File: config.mk
export PLATFORM = sky130hd
export DESIGN_NAME = placement_cost_eval_flat
export DESIGN_NICKNAME = d
export VERILOG_FILES = /design/src/rtl/placement_cost_eval_if.sv /design/src/rtl/placement_cost_eval.sv /design/src/flat_wrapper.sv
export SDC_FILE = /design/constraint.sdc
export NUM_CORES = 1
export LEC_CHECK = 0
export CORE_MARGIN = 3
export CORE_UTILIZATION = 52
export DETAILED_ROUTE_END_ITERATION = 10
export GPL_ROUTABILITY_DRIVEN = 0
export HOLD_SLACK_MARGIN = 0.12
export PLACE_DENSITY_LB_ADDON = 0.2
export SKIP_LAST_GASP = 1
export SLEW_MARGIN = 20
export SYNTH_ARGS = -nofsm -noshare
export SYNTH_HDL_FRONTEND = slang
export SYNTH_SLANG_ARGS = --single-unit
File: constraint.sdc
create_clock -name clk_i -period 4.1 [get_ports clk_i]
set_input_delay 0.82 -clock clk_i [delete_from_list [all_inputs] [get_ports clk_i]]
set_output_delay 0.82 -clock clk_i [all_outputs]
set_load 0.005 [all_outputs]
File: src/rtl/placement_cost_eval_if.sv
// Memory-side bus of the placement cost evaluator: edge ROM pair plus shared X/Y position RAM port.
// The evaluator is the master; the memories (or a testbench model) sit on the slave side.
interface placement_cost_eval_if #(
  parameter int DW = 32,
  parameter int AW = 32
);
  logic                 ea_re;
  logic                 eb_re;
  logic [AW-1:0]        e_addr;
  logic [DW-1:0]        ea_data;
  logic [DW-1:0]        eb_data;
  logic                 p_re;
  logic [AW-1:0]        p_addr;
  logic signed [DW-1:0] px_data;
  logic signed [DW-1:0] py_data;

  modport master (
    output ea_re, eb_re, e_addr, p_re, p_addr,
    input  ea_data, eb_data, px_data, py_data
  );

  modport slave (
    input  ea_re, eb_re, e_addr, p_re, p_addr,
    output ea_data, eb_data, px_data, py_data
  );
endinterface

File: src/rtl/placement_cost_eval.sv
// Walks the edge list after placement and accumulates Manhattan and 1-hop routing costs.
// One edge per 5 cycles; an unplaced endpoint (-1) aborts with a sticky error.
module placement_cost_eval #(
  parameter int N_EDGE = 142,
  parameter int DW     = 32,
  parameter int AW     = 32
) (
  input  logic                 clk_i,
  input  logic                 reset_ni,
  input  logic                 start_i,
  output logic                 busy_o,
  output logic                 done_o,
  output logic                 err_o,
  placement_cost_eval_if.master mem,
  output logic signed [DW-1:0] sum_o,
  output logic signed [DW-1:0] sum_1hop_o,
  output logic [DW-1:0]        cycles_o
);

  localparam logic [AW-1:0] LastIdx = AW'(N_EDGE > 0 ? N_EDGE - 1 : 0);
  localparam logic [DW-1:0] One     = DW'(1);

  typedef enum logic [2:0] {
    StIdle, StEdge, StPosA, StPosB, StCalc, StAcc, StDone
  } state_e;

  state_e               state_q, state_d;
  logic [AW-1:0]        i_q, i_d;
  logic [AW-1:0]        b_id_q, b_id_d;
  logic signed [DW-1:0] ax_q, ax_d, ay_q, ay_d;
  logic [DW-1:0]        dx_q, dx_d, dy_q, dy_d;
  logic [DW-1:0]        sum_q, sum_d, hop_q, hop_d, cyc_q, cyc_d;
  logic                 err_q, err_d;

  logic signed [DW-1:0] diff_x, diff_y;
  logic [DW-1:0]        hop_x, hop_y;
  logic                 unplaced;

  assign busy_o     = (state_q != StIdle) && (state_q != StDone);
  assign done_o     = (state_q == StDone);
  assign err_o      = err_q;
  assign sum_o      = sum_q;
  assign sum_1hop_o = hop_q;
  assign cycles_o   = cyc_q;

  always_comb begin
    state_d = state_q;
    i_d     = i_q;
    b_id_d  = b_id_q;
    ax_d    = ax_q;
    ay_d    = ay_q;
    dx_d    = dx_q;
    dy_d    = dy_q;
    sum_d   = sum_q;
    hop_d   = hop_q;
    cyc_d   = cyc_q;
    err_d   = err_q;

    mem.ea_re  = 1'b0;
    mem.eb_re  = 1'b0;
    mem.e_addr = '0;
    mem.p_re   = 1'b0;
    mem.p_addr = '0;

    // In CALC the position port returns endpoint B.
    diff_x   = ax_q - mem.px_data;
    diff_y   = ay_q - mem.py_data;
    unplaced = (ax_q == '1) || (ay_q == '1) || (mem.px_data == '1) || (mem.py_data == '1);
    hop_x    = (dx_q >> 1) + {{(DW-1){1'b0}}, dx_q[0]};
    hop_y    = (dy_q >> 1) + {{(DW-1){1'b0}}, dy_q[0]};

    unique case (state_q)
      StIdle: begin
        if (start_i) begin
          sum_d   = '0;
          hop_d   = '0;
          cyc_d   = '0;
          err_d   = 1'b0;
          i_d     = '0;
          state_d = (N_EDGE == 0) ? StDone : StEdge;
        end
      end
      StEdge: begin
        mem.ea_re  = 1'b1;
        mem.eb_re  = 1'b1;
        mem.e_addr = i_q;
        state_d    = StPosA;
      end
      StPosA: begin
        b_id_d     = AW'(mem.eb_data);
        mem.p_re   = 1'b1;
        mem.p_addr = AW'(mem.ea_data);
        state_d    = StPosB;
      end
      StPosB: begin
        ax_d       = mem.px_data;
        ay_d       = mem.py_data;
        mem.p_re   = 1'b1;
        mem.p_addr = b_id_q;
        state_d    = StCalc;
      end
      StCalc: begin
        if (unplaced) begin
          err_d   = 1'b1;
          state_d = StDone;
        end else begin
          dx_d    = diff_x[DW-1] ? -diff_x : diff_x;
          dy_d    = diff_y[DW-1] ? -diff_y : diff_y;
          state_d = StAcc;
        end
      end
      StAcc: begin
        sum_d   = sum_q + dx_q + dy_q - One;
        hop_d   = hop_q + hop_x + hop_y - One;
        i_d     = i_q + AW'(1);
        state_d = (i_q == LastIdx) ? StDone : StEdge;
      end
      StDone: state_d = StIdle;
      default: state_d = StIdle;
    endcase

    if (busy_o) cyc_d = cyc_q + One;
  end

  always_ff @(posedge clk_i or negedge reset_ni) begin
    if (!reset_ni) begin
      state_q <= StIdle;
      i_q     <= '0;
      b_id_q  <= '0;
      ax_q    <= '0;
      ay_q    <= '0;
      dx_q    <= '0;
      dy_q    <= '0;
      sum_q   <= '0;
      hop_q   <= '0;
      cyc_q   <= '0;
      err_q   <= 1'b0;
    end else begin
      state_q <= state_d;
      i_q     <= i_d;
      b_id_q  <= b_id_d;
      ax_q    <= ax_d;
      ay_q    <= ay_d;
      dx_q    <= dx_d;
      dy_q    <= dy_d;
      sum_q   <= sum_d;
      hop_q   <= hop_d;
      cyc_q   <= cyc_d;
      err_q   <= err_d;
    end
  end

endmodule

File: src/flat_wrapper.sv
// flat-port wrapper written by rule: the top's interface ports become plain ports
module placement_cost_eval_flat 
#(
  parameter int N_EDGE = 142,
  parameter int DW     = 32,
  parameter int AW     = 32
)
  (clk_i, reset_ni, start_i, busy_o, done_o, err_o, sum_o, sum_1hop_o, cycles_o, mem_ea_re, mem_eb_re, mem_e_addr, mem_p_re, mem_p_addr, mem_ea_data, mem_eb_data, mem_px_data, mem_py_data);
  placement_cost_eval_if #(.DW(DW), .AW(AW)) mem_i ();
  input  logic clk_i;
  input  logic reset_ni;
  input  logic start_i;
  output logic busy_o;
  output logic done_o;
  output logic err_o;
  output logic signed [DW-1:0] sum_o;
  output logic signed [DW-1:0] sum_1hop_o;
  output logic [DW-1:0] cycles_o;
  output wire logic [$bits(mem_i.ea_re)-1:0] mem_ea_re;
  output wire logic [$bits(mem_i.eb_re)-1:0] mem_eb_re;
  output wire logic [$bits(mem_i.e_addr)-1:0] mem_e_addr;
  output wire logic [$bits(mem_i.p_re)-1:0] mem_p_re;
  output wire logic [$bits(mem_i.p_addr)-1:0] mem_p_addr;
  input wire logic [$bits(mem_i.ea_data)-1:0] mem_ea_data;
  input wire logic [$bits(mem_i.eb_data)-1:0] mem_eb_data;
  input wire logic [$bits(mem_i.px_data)-1:0] mem_px_data;
  input wire logic [$bits(mem_i.py_data)-1:0] mem_py_data;
  assign mem_ea_re = mem_i.ea_re;
  assign mem_eb_re = mem_i.eb_re;
  assign mem_e_addr = mem_i.e_addr;
  assign mem_p_re = mem_i.p_re;
  assign mem_p_addr = mem_i.p_addr;
  assign mem_i.ea_data = mem_ea_data;
  assign mem_i.eb_data = mem_eb_data;
  assign mem_i.px_data = mem_px_data;
  assign mem_i.py_data = mem_py_data;
  placement_cost_eval #(.N_EDGE(N_EDGE), .DW(DW), .AW(AW)) u_core (.clk_i(clk_i), .reset_ni(reset_ni), .start_i(start_i), .busy_o(busy_o), .done_o(done_o), .err_o(err_o), .mem(mem_i), .sum_o(sum_o), .sum_1hop_o(sum_1hop_o), .cycles_o(cycles_o));
endmodule
* Word level (Yosys, flattened, before mapping)
Cells that the tools add are included.
** Storage, ports and cells
- Word-level logic and storage cells :: 74
- Register bits after elaboration :: 292
- Output and inout port bits :: 166
** Cells by class
- Equality and inequality tests :: 14
- Multiplexer cells :: 19
- Bitwise gates (word level) :: 1
- Add/sub/neg operators :: 14
- Reductions and logical operators :: 15
** Operators with widths (number)
- $pmux 32 s2 :: 4
- $mux 32 :: 6
- $add 32x32->32 :: 4
- $eq 32x32->1 const B :: 4
- $add 31x1->32 :: 2
- $add 32x1->32 const B :: 2
- $neg 32->32 :: 2
- $sub 32x1->32 const B :: 2
- $sub 32x32->32 :: 2
- $eq 32x8->1 const B :: 1
- $pmux 3 s6 :: 1
- $eq 3x3->1 const B :: 3
- $reduce_bool 2->1 :: 4
- $eq 3x2->1 const B :: 2
- $mux 3 :: 2
- $reduce_and 2->1 :: 3
- $mux 1 :: 4
- $eq 3x1->1 const B :: 1
- $logic_not 3->1 :: 1
- $logic_or 1x1->1 :: 3
- $ne 3x3->1 const B :: 1
- $reduce_and 3->1 :: 1
- $reduce_bool 3->1 :: 1
- $mux 2 :: 1
- 6 further kinds :: 6

* Longest topological paths before layout
Gate-level depths: netlist (run 1).
- Depth after elaboration :: 6
- Mapped depth :: 16

* Worst setup path after synthesis (run 1)
No wires, ideal clock.
- Kind :: input port to flip-flop
- From :: in mem_px_data[0]
- To :: reg u_core.dx_q[28]
- Stages :: 13
- Slack :: -203 ps
- Arrival :: 4172 ps
- Setup time :: 131 ps
- Data required time :: 3969 ps
- Cell sequence :: ha_1 inv_1 fa_1 a211o_1 a2111o_4 a31oi_4 o21a_2 xnor2_1 nand4_1 or4_1 o41ai_2 xor2_1 o21ai_1
** On the way
- Word-level cells in the longest chain between the ends :: 5
- Elaborated cells on any way between the ends :: 8
- Classes of those cells :: 2 x add/sub; 1 x eq/ne; 1 x mux; 1 x bitwise; 3 x reduce/logical
** Ends and longest elaborated chain
- start, declared :: line flat_wrapper.sv:26 : input wire logic [$bits(mem_i.px_data)-1:0] mem_px_data;
- parallel branches: the longest is 5 deep, another holds $sub 32x32->32
- end signal, assigned :: line placement_cost_eval.sv:132 : dx_q <= '0;
- end signal, assigned :: line placement_cost_eval.sv:144 : dx_q <= dx_d;
- end, declared :: line placement_cost_eval.sv:31 : logic [DW-1:0] dx_q, dx_d, dy_q, dy_d;
Parallel ways; which one is timed is not known.
A chain may end at the register's enable or synchronous reset.

* Worst setup path in the final report (run 1)
- From :: in mem_px_data[4]
- To :: reg u_core.dx_q[21]
Same word-level chain as after synthesis.

==> results of run 1 <==
-- state kept, by name, indices dropped and copies added, names as in the netlist --
signal,count
u_core.ax_q,32
u_core.ay_q,32
u_core.b_id_q,32
u_core.cycles_o,32
u_core.dx_q,32
u_core.dy_q,32
u_core.err_o,1
u_core.i_q,32
u_core.state_q,3
u_core.sum_1hop_o,32
u_core.sum_o,32
-- what timing repair did --
item,in CTS,in global routing
pin swaps,22,41
endpoints found under the setup margin,29,46
endpoints found under the hold margin,0,0
resized for setup,21,63
buffers inserted,10,7
-- worst max-delay path, stage by stage --
cell and delay [ps]:
clkdlybuf4s50_1 480, inv_1 80, ha_4 250, o21a_1 140
a2111o_4 550, a2111oi_4 370, nor3_2 90, buf_4 140
a31o_1 200, a311o_1 280, or4_4 450, buf_4 160
o21a_1 190, xnor2_1 150, o21ai_1 80
-- cell families (layout without fill, tap and decap cells) --
group	Yosys count	count (layout)
compound gates	757	757
fa+ha+maj	227	227
flops	292	292
simple gates	840	840
xor+xnor	151	151
buf+inv	444	1020
mux	85	85
-- layout by cell type, fill, tap and decap left out, drive strengths merged, types with 22 or more instances in the layout --
master         synthesis  final
nor4                  29     29
inv                  336    336
nor2                 130    130
nand4                 62     62
fa                    65     65
mux2                  40     40
nor3                  44     44
a31oi                 25     25
buf                   14    325
nand2                294    294
mux2i                 45     45
and2                  57     57
o211ai                24     24
o21ai                296    296
clkdlybuf4s50          0    289
and3                  48     48
a21o                  81     81
clkbuf                93     51
a21oi                126    126
nand3                 85     85
xor2                  66     66
xnor2                 85     85
a211oi                22     22
dfrtp                292    292
ha                   162    162
-- layer usage --
metal / wire length [µm] / part of all wire [%] / global-route usage (%) / vias up
li1: - / - / - / 10900
met1: 29500 / 44 / 36.0 / 10500
met2: 32600 / 48 / 48.1 / 722
met3: 3690 / 5.5 / 3.21 / 121
met4: 1770 / 2.6 / 8.19 / 0
met5: 0 / 0 / 0 / -
-- final cells by class --
type / instances / area [µm²]
clock buffers: 50 / 1030
clock inverters: 14 / 185
fillers: 3486 / 13500
inverters: 337 / 1260
multi-input cells: 2060 / 15000
flip-flops and latches: 292 / 7310
well taps: 592 / 741
repair buffers: 619 / 5430
-- per-stage QoR --
step	cell area, µm²	hold WS [ps]
after floorplan	23700	449
final	31000	266
after global placement	29300	466
after CTS	30700	304
after detailed placement	29300	474
after global routing	31000	347
-- worst paths after layout --
kind	cells after the start	from	slack [ps]	to
max	15	mem_px_data[4]	110	u_core.dx_q[21]
min	1	reset_ni	270	u_core.i_q[31]
max reg2reg	16	u_core.dx_q[1]	120	u_core.sum_o[29]
min reg2reg	2	u_core.dy_q[2]	490	u_core.dy_q[2]
max in group asynchronous	2	reset_ni	2810	u_core.b_id_q[5]
min in group clk_i	2	u_core.dy_q[2]	490	u_core.dy_q[2]
==> flow_summary.toml, run 1 <==
[status]
status = "complete, no violations"

[floorplan]
die_area_um2 = 48000
die_h_um = 219
die_x_um = 219
io_pins = 297
core_area_um2 = 44500
rows = 77
initial_utilization_pct = 53.1

[logic_synthesis]
syn-num-nets = 3154
synth_mux_area_share_pct = 3.81
synth-seq-area-share_pct = 30.9
synth_enable_flop_cells = 0
synthTopCellsByArea = "dfrtp_1, ha_1, o21ai_0"
synth_area_per_cell_um2 = 8.45
synthCells = 2796
synth_top_flop_cell = "dfrtp_1"
yosysWarnings = 0
synth_top_cell_by_area = "dfrtp_1"
yosys.cell_types.count = 98
synthMostInstantiatedCell = "inv_1"
synth_area_um2 = 23600
synth-compound-area-share_pct = 20.7
async_flop_share_pct = 100
synthSimpleGateAreaFrac_pct = 17.7
synth_xor_area_share_pct = 5.63
yosys.area_share.adder_pct = 14.1
synthTopCellsByCount = "inv_1, nand2_1, dfrtp_1, o21ai_0, ha_1"
yosys_register_bits = 292
synth_top_area_share_pct = 30.9
synth_top_family_by_area = "compound AO/OA/AOI/OAI gates"

[grt]
grt_start_max_net_pins = 95
overflow = 0
grt_pass1_vias = 22100
antenna_found_initial = 0
grt_pass1_wl_mm = 110
gr-usage-all-layers_pct = 27.6

[clock_network]
cts_tree = "done"
htreeDepth = 2
cts_buffers = 36
clock_latency_ps = 570
clock_path_buffers = 3
root_buffer = "clkbuf_16"
clkTransAtPathRegs_ps = 60
clock-sinks = 292
cts_hold_buf = 0

[hold_path]
hold_class = "in2async"

[detailed_routing]
drt_iter0_drc = 1693
vias = 22300
route.detailed.drc = 0
first_pass_iters = 5
avgRoutedWirePerCell_um = 17.0
vias_per_cell = 5.62
antenna_left = 0
drt-total-wl_mm = 67.5

[timing]
slew_headroom_pct = 43.3
maxSlewViolCount = 0
setup_viol = 0
layout_min_cycle_time_ps = 3990
worst_pin_slew_ps = 843
rsz0062_at_grt = "yes"
fmax_mhz = 251
worst_slack_ps = 113
finalCritPeriodShare_pct = 97.2
finalSetupTns_ps = 0
finalHoldViolations = 0
fin_worst_skew_ps = 28.8

[place]
dp.cells = 3885
dp_slack_ps = -809
port_buffers = 296
dpl.hpwl_mm = 53.0

[worst_setup_path]
cp.required_ps = 4540
endpoint_kind = "flip-flop"
start_kind = "input port"
arrival_ps = 4420
crit_fanout = 5
critical_path_class = "in2reg"

[cells_and_area]
area_growth_pct = 31.2
drive_above_1_share_pct = 15.8
fin_cells = 3964
diodes = 0
final_core_util_pct = 69.6
final_nets = 3704

[flow_run]
drv_cap = 0
Power of run 1 is left out: the tool's default activity adds up to more than one toggle a clock period on the data nets, which glitch-free logic cannot reach.
==> run 2: changes to the inputs <==
CORE_UTILIZATION = 45   (was 52)
==> flow_summary.toml, run 2 (synthesis results as in run 1) <==
[worst_setup_path]
critical_path_class = "in2reg"
crit_fanout = 6
cp.required_ps = 4540
endpoint_kind = "flip-flop"
start_kind = "input port"
arrival_ps = 4470

[clock_network]
cts_tree = "done"
clkTransAtPathRegs_ps = 60
clock_latency_ps = 570
cts_hold_buf = 0
clock-sinks = 292
root_buffer = "clkbuf_16"
cts_buffers = 36
clock_path_buffers = 3
htreeDepth = 2

[timing]
maxSlewViolCount = 0
rsz0062_at_grt = "yes"
fin_worst_skew_ps = 27.1
setup_viol = 0
finalCritPeriodShare_pct = 98.2
fmax_mhz = 248
slew_headroom_pct = 48.2
hold_ws_ps = 258
finalHoldViolations = 0
worst_pin_slew_ps = 770
layout_min_cycle_time_ps = 4030

[floorplan]
die_x_um = 235
core_area_um2 = 51600
initial_utilization_pct = 45.8
rows = 83
io_pins = 297
die_area_um2 = 55300
die_h_um = 235

[grt]
overflow = 0
gr-usage-all-layers_pct = 23.8
grt_start_max_net_pins = 92
antenna_found_initial = 0
grt_pass1_wl_mm = 110
grt_pass1_vias = 21600

[detailed_routing]
first_pass_iters = 5
drt_iter0_drc = 1315
wl_met1_mm = 30.1
vias = 22000
route.detailed.drc = 0
routed.top_layer = "met4"
wl_met2_mm = 32.0
wl_met3_mm = 3.41
drt-total-wl_mm = 67.4
avgRoutedWirePerCell_um = 16.5
vias_per_cell = 5.39
antenna_left = 0

[status]
status = "complete, no violations"

[cells_and_area]
post-route-cell-area_um2 = 31200
diodes = 0
final_cell_mix = "buf_4, inv_1, nand2_1, dfrtp_1, clkdlybuf4s50_1"
area_growth_pct = 32.3
final_nets = 3726
final_common_cell = "buf_4"
drive_above_1_share_pct = 16.0

[hold_path]
hold_class = "in2async"

[place]
dpl.hpwl_mm = 53.8
postPlaceCellArea_um2 = 29600
port_buffers = 296

[flow_run]
drv_cap = 0
==> run 2: cell types whose count changed in the layout (fill, tap and decap cells not counted), sizes merged <==
cell           change
buf               +21
clkbuf             -1
clkdlybuf4s15      +1
clkinv             -3
clkinvlp           +4
dlygate4sd2        +1
==> run 2: repair_timing <==
item,in CTS,in global routing
buffers inserted,8,7
pin swaps,23,36
resized for setup,24,47
setup endpoints to repair,31,48
==> run 2: per-layer routing <==
metal / GRT usage [%] / vias to the layer above
met4: 7.09 / 0
met2: 40.6 / 533
met1: 31.1 / 10400
met5: 0 / -
met3: 3.80 / 109
li1: - / 10900
==> run 2: area by class of cell <==
type                    instances  area (µm²)
clock inverters                15         200
inverters                     337        1260
flip-flops and latches        292        7310
well taps                     680         851
fillers                      4531       20400
multi-input cells            2060       15000
clock buffers                  50        1030
repair buffers                641        5630
==> run 2: stage by stage <==
step | utilization (%) | instances | setup WS (ps) | setup TNS, ps
finish | 60.5 | 4075 | 73.7 | 0
global route | 60.5 | 4075 | -44.9 | -177
CTS | 60.1 | 4068 | 15.0 | 0
detailed placement | 57.4 | 3996 | -778 | -27530
global placement | 57.4 | 3996 | -738 | -23200
floorplan | - | 2796 | -98.8 | -243
==> run 2: path summary, 6_finish.rpt <==
| kind | start | endpoint | slack (ps) | cells after the start |
|---|---|---|---|---|
| max | mem_px_data[0] | u_core.dx_q[26] | 70 | 16 |
| min | reset_ni | u_core.cycles_o[31] | 260 | 1 |
| max reg2reg | u_core.ax_q[0] | u_core.dx_q[26] | 100 | 16 |
| min reg2reg | u_core.dy_q[13] | u_core.dy_q[13] | 480 | 2 |
| max in group asynchronous | reset_ni | u_core.sum_1hop_o[30] | 2870 | 2 |
| min in group clk_i | u_core.dy_q[13] | u_core.dy_q[13] | 480 | 2 |
==> run 2: worst max-delay path, stage by stage <==
cell             delay [ps]
clkdlybuf4s15_2         210
ha_4                    140
inv_2                    30
fa_2                    340
a211o_1                 300
a2111o_4                530
buf_6                   150
a31oi_4                 160
o21a_4                  160
xnor2_2                 120
nand4_1                 140
buf_4                   170
or4_4                   570
o41ai_4                 380
xnor2_1                 170
o21ai_1                  90
Power of run 2 is left out for the same reason.
